==> config.mk <==
export PLATFORM = sky130hd
export DESIGN_NAME = obi_loader_bridge
export DESIGN_NICKNAME = d
export VERILOG_FILES = /design/src/rtl/obi_loader_bridge.sv
export SDC_FILE = /design/constraint.sdc
export NUM_CORES = 1
export LEC_CHECK = 0
export ABC_AREA = 1
export BUFFER_PORTS_ARGS = -buffer_cell sky130_fd_sc_hd__buf_2
export CAP_MARGIN = 10
export CORE_UTILIZATION = 40
export CTS_BUF_LIST = sky130_fd_sc_hd__clkbuf_16
export CTS_CLUSTER_DIAMETER = 120
export DETAILED_ROUTE_END_ITERATION = 7
export GPL_TIMING_DRIVEN = 0
export SLEW_MARGIN = 20
export SYNTH_ARGS = -nofsm -noshare
export SYNTH_HDL_FRONTEND = slang
export SYNTH_SLANG_ARGS = --single-unit
==> constraint.sdc <==
create_clock -name clk -period 5.75 [get_ports clk]
set_input_delay 1.15 -clock clk [delete_from_list [all_inputs] [get_ports clk]]
set_output_delay 1.15 -clock clk [all_outputs]
set_load 0.05 [all_outputs]
==> src/rtl/obi_loader_bridge.sv <==
// obi_loader_bridge
//
// Moves MCU-supplied words onto an X-HEEP OBI master port. Words arrive as
// single-cycle pulses and wait in a small FIFO. Each word is written to the
// next address of an auto-incrementing counter that can be loaded with a new
// base. A read-back mode fetches N consecutive words so a loaded program can
// be verified.
//
// Ports
//   clk, rst               : clock; asynchronous active-high reset
//   req, we, be, addr,
//   wdata                  : OBI request channel (all registered, be fixed all-ones)
//   gnt, rvalid, rdata     : OBI grant and response channel
//   instr_valid,
//   instruction            : push one word into the write FIFO
//   addr_valid,
//   new_section_address    : load the address counter (only while not busy)
//   rd_start, rd_count     : start read-back of rd_count words (only while not busy)
//   busy                   : FSM active, FIFO non-empty or read-back pending
//   fifo_full              : FIFO holds FIFO_DEPTH words
//   overflow               : sticky, a push was dropped; cleared by accepted addr_valid
//   OBI_rvalid, OBI_rdata  : one-cycle pulse per read-back word, data held until next pulse

module obi_loader_bridge #(
    parameter int ADDR_W     = 32,
    parameter int DATA_W     = 32,
    parameter int FIFO_DEPTH = 4,
    parameter int CNT_W      = 16
) (
    input  logic                  clk,
    input  logic                  rst,
    output logic                  req,
    output logic                  we,
    output logic [DATA_W/8-1:0]   be,
    output logic [ADDR_W-1:0]     addr,
    output logic [DATA_W-1:0]     wdata,
    input  logic                  gnt,
    input  logic                  rvalid,
    input  logic [DATA_W-1:0]     rdata,
    input  logic                  instr_valid,
    input  logic [DATA_W-1:0]     instruction,
    input  logic                  addr_valid,
    input  logic [ADDR_W-1:0]     new_section_address,
    input  logic                  rd_start,
    input  logic [CNT_W-1:0]      rd_count,
    output logic                  busy,
    output logic                  fifo_full,
    output logic                  overflow,
    output logic                  OBI_rvalid,
    output logic [DATA_W-1:0]     OBI_rdata
);

    localparam int PTR_W = $clog2(FIFO_DEPTH);
    localparam int FCNT_W = PTR_W + 1;
    localparam logic [FCNT_W-1:0] DEPTH_C = FCNT_W'(FIFO_DEPTH);
    localparam logic [ADDR_W-1:0] STRIDE_C = ADDR_W'(DATA_W / 8);

    typedef enum logic [2:0] {
        IDLE  = 3'd0,
        WREQ  = 3'd1,
        WRESP = 3'd2,
        RREQ  = 3'd3,
        RRESP = 3'd4
    } state_t;

    state_t               state_r;
    logic [DATA_W-1:0]    fifo_mem_r [FIFO_DEPTH];
    logic [PTR_W-1:0]     wr_ptr_r;
    logic [PTR_W-1:0]     rd_ptr_r;
    logic [FCNT_W-1:0]    fifo_cnt_r;
    logic [ADDR_W-1:0]    addr_cnt_r;
    logic [CNT_W-1:0]     rd_remain_r;
    logic                 req_r;
    logic                 we_r;
    logic [ADDR_W-1:0]    addr_r;
    logic [DATA_W-1:0]    wdata_r;
    logic                 overflow_r;
    logic                 obi_rvalid_r;
    logic [DATA_W-1:0]    obi_rdata_r;

    logic                 fifo_empty_s;
    logic                 push_s;
    logic                 drop_s;
    logic                 pop_s;
    logic                 idle_s;
    logic                 accept_addr_s;
    logic                 accept_rd_s;
    logic [ADDR_W-1:0]    addr_next_s;
    logic [CNT_W-1:0]     remain_dec_s;

    // Handshake decode: all terms come from registered state plus the current inputs
    always_comb begin
        fifo_empty_s  = (fifo_cnt_r == '0);
        // Push decision uses the pre-edge count only, so a same-cycle pop never makes room
        push_s        = instr_valid && (fifo_cnt_r < DEPTH_C);
        drop_s        = instr_valid && !(fifo_cnt_r < DEPTH_C);
        pop_s         = (state_r == WREQ) && gnt;
        idle_s        = (state_r == IDLE) && fifo_empty_s && (rd_remain_r == '0);
        accept_addr_s = addr_valid && idle_s;
        accept_rd_s   = rd_start && idle_s;
        addr_next_s   = addr_cnt_r + STRIDE_C;
        remain_dec_s  = rd_remain_r - CNT_W'(1);
    end

    // FIFO storage; occupancy is tracked by the counter, so the array needs no reset
    always_ff @(posedge clk) begin
        if (push_s) begin
            fifo_mem_r[wr_ptr_r] <= instruction;
        end else begin
            fifo_mem_r[wr_ptr_r] <= fifo_mem_r[wr_ptr_r];
        end
    end

    // FIFO pointers, occupancy and sticky overflow flag
    always_ff @(posedge clk or posedge rst) begin
        if (rst) begin
            wr_ptr_r   <= '0;
            rd_ptr_r   <= '0;
            fifo_cnt_r <= '0;
            overflow_r <= 1'b0;
        end else begin
            if (push_s) begin
                wr_ptr_r <= wr_ptr_r + PTR_W'(1);
            end else begin
                wr_ptr_r <= wr_ptr_r;
            end
            if (pop_s) begin
                rd_ptr_r <= rd_ptr_r + PTR_W'(1);
            end else begin
                rd_ptr_r <= rd_ptr_r;
            end
            case ({push_s, pop_s})
                2'b10:   fifo_cnt_r <= fifo_cnt_r + FCNT_W'(1);
                2'b01:   fifo_cnt_r <= fifo_cnt_r - FCNT_W'(1);
                default: fifo_cnt_r <= fifo_cnt_r;
            endcase
            if (drop_s) begin
                overflow_r <= 1'b1;
            end else if (accept_addr_s) begin
                overflow_r <= 1'b0;
            end else begin
                overflow_r <= overflow_r;
            end
        end
    end

    // Transfer FSM with registered OBI request outputs and read-back capture
    always_ff @(posedge clk or posedge rst) begin
        if (rst) begin
            state_r      <= IDLE;
            req_r        <= 1'b0;
            we_r         <= 1'b0;
            addr_r       <= '0;
            wdata_r      <= '0;
            addr_cnt_r   <= '0;
            rd_remain_r  <= '0;
            obi_rvalid_r <= 1'b0;
            obi_rdata_r  <= '0;
        end else begin
            obi_rvalid_r <= 1'b0;
            case (state_r)
                IDLE: begin
                    if (accept_addr_s) begin
                        addr_cnt_r <= new_section_address;
                    end else begin
                        addr_cnt_r <= addr_cnt_r;
                    end
                    if (accept_rd_s) begin
                        rd_remain_r <= rd_count;
                    end else begin
                        rd_remain_r <= rd_remain_r;
                    end
                    // Queued writes win over a pending read-back
                    if (!fifo_empty_s) begin
                        state_r <= WREQ;
                        req_r   <= 1'b1;
                        we_r    <= 1'b1;
                        addr_r  <= addr_cnt_r;
                        wdata_r <= fifo_mem_r[rd_ptr_r];
                    end else if (rd_remain_r != '0) begin
                        state_r <= RREQ;
                        req_r   <= 1'b1;
                        we_r    <= 1'b0;
                        addr_r  <= addr_cnt_r;
                    end else begin
                        state_r <= IDLE;
                    end
                end
                WREQ: begin
                    if (gnt) begin
                        req_r   <= 1'b0;
                        state_r <= WRESP;
                    end else begin
                        state_r <= WREQ;
                    end
                end
                WRESP: begin
                    if (rvalid) begin
                        addr_cnt_r <= addr_next_s;
                        // Pop already happened at grant, so the head is the next word
                        if (!fifo_empty_s) begin
                            state_r <= WREQ;
                            req_r   <= 1'b1;
                            we_r    <= 1'b1;
                            addr_r  <= addr_next_s;
                            wdata_r <= fifo_mem_r[rd_ptr_r];
                        end else begin
                            state_r <= IDLE;
                        end
                    end else begin
                        state_r <= WRESP;
                    end
                end
                RREQ: begin
                    if (gnt) begin
                        req_r   <= 1'b0;
                        state_r <= RRESP;
                    end else begin
                        state_r <= RREQ;
                    end
                end
                RRESP: begin
                    if (rvalid) begin
                        obi_rdata_r  <= rdata;
                        obi_rvalid_r <= 1'b1;
                        addr_cnt_r   <= addr_next_s;
                        rd_remain_r  <= remain_dec_s;
                        if (remain_dec_s != '0) begin
                            state_r <= RREQ;
                            req_r   <= 1'b1;
                            we_r    <= 1'b0;
                            addr_r  <= addr_next_s;
                        end else begin
                            state_r <= IDLE;
                        end
                    end else begin
                        state_r <= RRESP;
                    end
                end
                default: begin
                    state_r <= IDLE;
                    req_r   <= 1'b0;
                end
            endcase
        end
    end

    assign req        = req_r;
    assign we         = we_r;
    assign be         = '1;
    assign addr       = addr_r;
    assign wdata      = wdata_r;
    assign busy       = !idle_s;
    assign fifo_full  = (fifo_cnt_r == DEPTH_C);
    assign overflow   = overflow_r;
    assign OBI_rvalid = obi_rvalid_r;
    assign OBI_rdata  = obi_rdata_r;

endmodule

==> qor.yml <==
synthesis:
  synth_fa_ha_area_share_pct: 0.925
  synth-simple-area-share_pct: 23.9
  synth_top_family_by_area: "simple AND/OR/NAND/NOR gates"
  synth-compound-area-share_pct: 9.19
  synth-xor-area-share_pct: 0.742
  postSynthCellCount: 1426
  yosys-mux-area-fraction_pct: 0
  synth_area_um2: 13000
  avgSynthCellArea_um2: 9.10
  ys_seq_elements: 286
  synth_warnings: 0
  synth-main-ff-cell: "dfrtp_1"
  async_reset_ff_share_pct: 55.2
  synth-seq-area-share_pct: 60.1
  synth-edff-count: 128
  synth_cell_type_count: 35
drt:
  dr.first_iter.drc_count: 717
  routed_via_density: 5.12
  ant_nets: 0
  wl_met1_mm: 15.6
  vias: 10800
  dr_wl_met2_mm: 17.1
  route.detailed.drc: 0
  wl_per_cell_um: 17.1
  first_pass_iters: 5
  totalWireLength_mm: 36.2
  wl_met3_mm: 2.74
  top_layer: "met5"
global_route:
  antenna_found_initial: 6
  grt_pass1_wl_mm: 57.1
  overflow: 0
  grt_pass1_vias: 10500
  grt_max_degree: 87
  grt.total_usage_pct: 22.0
timing:
  fmax_mhz: 259
  finalHoldViolCount: 0
  clock_skew_ns: 0.0154
  setup_viol: 0
  worstMarginPinSlew_ns: 0.759
  rsz0062_at_grt: "no"
  tns_ns: 0
  slew_violations: 0
  layout_min_cycle_time_ns: 3.86
  layout_worst_path_cycle_share_pct: 67.1
  slew_headroom_pct: 49.0
worst_setup_path:
  crit_chain: "inv_1, ha_1, nand2_1, nor2_4, nand2_1, nor4_1, nand2_1, buf_2"
  critPathKind: "reg2out"
  required_ns: 4.60
  arrival_ns: 2.71
  end_kind: "output pin"
  start_kind: "flip-flop"
  crit_fanout: 5
  crit_slowest_cell: "nor4_1"
  critPathMaxStageDelay_ns: 0.48
  critPathMostFrequentCell: "nand2_1"
floorplanning:
  start_util_pct: 40.9
  io_pins: 225
  coreArea_um2: 31700
  chipWidth_um: 182
  rows: 65
  die_h_um: 182
  dieArea_um2: 33200
cells_and_area:
  fin_nets: 1815
  drive_above_1_share_pct: 18.9
  area_growth_pct: 21.3
  post-route-util_pct: 49.7
  design_area_um2: 15800
power:
  power_mw: 8.49
  p_leak_nw: 6.92
  cellPowerDensity_nw_per_um2: 539
  peakVddDrop_v: 0.000308
clock_network:
  cts-resized-gates: 0
  cts_max_level: 1
  path_clk_slew_ns: 0.06
  cts_sinks: 286
  cts_tree: "built"
  cts_buffer_depth: 3
  hold_buffers: 0
  postCtsSetupBuffers: 0
  cts_made_buffers: 31
  clock_latency_ns: 0.58
  root_buffer: "clkbuf_16"
place:
  gp_congestion: 0.946
  portBuffers: 220
  dp_hpwl_mm: 25.6
  placed_cell_area_um2: 14800
run:
  maxCapViolations: 0
min_path:
  hp-class: "reg2reg"
run_status:
  status: "finished, final reports clean"
registers in the layout (all words and copies together), names as in the netlist, 2 cells and up:
signal	cells
fifo_mem_r	128
OBI_rdata	32
addr	32
addr_cnt_r	32
wdata	32
rd_remain_r	16
fifo_cnt_r	3
state_r	3
rd_ptr_r	2
wr_ptr_r	2
logic make-up after synthesis:
logic type,Yosys count
flip-flops,286
buffers and inverters,160
adder cells (fa/ha/maj),9
AO/OA/AOI/OAI,209
XOR/XNOR,11
AND/OR/NAND/NOR,750
other,1
per-layer routing:
layer  GRT usage (%)  vias up
met5               0        -
li1                -     5281
met1            28.6     5157
met2            36.6      327
met3            5.61       53
met4            5.55        6
final cells by class:
class	instances	area [um2]
timing repair buffer	225	1220
clock buffer	31	776
multi-input combinational	983	4550
fill	3026	16000
antenna	2	5.00
inverter	90	345
tap	402	503
buffer	70	337
sequential	286	7800
clock inverter	26	214
cells in the mapped netlist (2+ instances only):
master | count | area, um2
nor4_1 | 2 | 12.5
xor2_1 | 9 | 78.8
buf_6 | 5 | 56.3
a31oi_1 | 45 | 282
clkbuf_1 | 43 | 161
buf_2 | 14 | 70.1
buf_1 | 3 | 11.3
o21ai_1 | 3 | 15.0
nand2_1 | 388 | 1460
nor2_1 | 245 | 920
o211ai_1 | 28 | 210
nand3b_1 | 3 | 22.5
edfxtp_1 | 128 | 3840
nor3_1 | 19 | 95.1
inv_1 | 84 | 315
nand4_1 | 39 | 244
a22oi_1 | 4 | 30.0
nor2_2 | 7 | 43.8
nor2_4 | 5 | 56.3
dfrtp_1 | 158 | 3950
nand3_1 | 36 | 180
inv_2 | 6 | 22.5
o21ai_0 | 114 | 571
buf_4 | 5 | 37.5
ha_1 | 8 | 100
xnor2_1 | 2 | 17.5
a21oi_1 | 12 | 60.1
nand3_4 | 2 | 35.0
nand2_2 | 3 | 18.8
critical path: cells and delay by family, from the launching register on:
kind	cells	cell delay, ns
buffers and inverters	2	0.42
adder cells (fa/ha/maj)	1	0.22
AND/OR/NAND/NOR	5	1.12
flip-flops	1	0.40
power breakdown:
part	internal, mW	total [mW]	switching, mW
logic	0.911	3.60	2.69
clock network	1.11	1.94	0.829
registers	2.65	2.94	0.294
per-stage QoR:
step | hold WS (ns) | cells | worst slack [ns]
final | 0.462 | 2115 | 1.89
after global routing | 0.488 | 2114 | 1.76
after CTS | 0.468 | 2113 | 1.87
after detailed placement | 0.453 | 2056 | 2.48
after global placement | 0.449 | 2051 | -2.05
after floorplan | 0.467 | 1429 | 0.337
path summary, 6_finish.rpt:
path                                            startpoint                          to  slack [ns]  depth (start not counted)
worst max-delay path            rd_remain_r[0]$_DFFE_PP0P_                        busy        1.89                          8
worst min-delay path             OBI_rdata[20]$_DFFE_PP0P_   OBI_rdata[20]$_DFFE_PP0P_        0.46                          2
worst max register to register  rd_remain_r[0]$_DFFE_PP0P_  addr_cnt_r[21]$_DFFE_PP0P_        2.99                         10
worst min register to register   OBI_rdata[20]$_DFFE_PP0P_   OBI_rdata[20]$_DFFE_PP0P_        0.46                          2
max in group asynchronous                              rst  addr_cnt_r[12]$_DFFE_PP0P_        4.27                          3
min in group asynchronous                              rst   OBI_rdata[10]$_DFFE_PP0P_        0.62                          2
layout by cell type (no fill, tap or decap), types with 4 or more instances in the layout:
cell type	Yosys	final
nand4_1	39	39
buf_6	5	5
nand2_1	388	388
dfrtp_1	158	158
o21ai_0	114	114
nor3_1	19	19
buf_2	14	234
a22oi_1	4	4
a31oi_1	45	45
o211ai_1	28	28
buf_4	5	5
inv_2	6	6
clkinv_1	0	9
nand3_1	36	36
nor2_1	245	241
clkbuf_16	0	31
xor2_1	9	9
conb_1	1	4
clkbuf_1	43	43
nor2_2	7	7
a21oi_1	12	12
nor2_4	5	9
inv_1	84	86
edfxtp_1	128	128
clkinv_2	0	7
ha_1	8	8
Note: power is estimated with default switching activity, not from simulation.
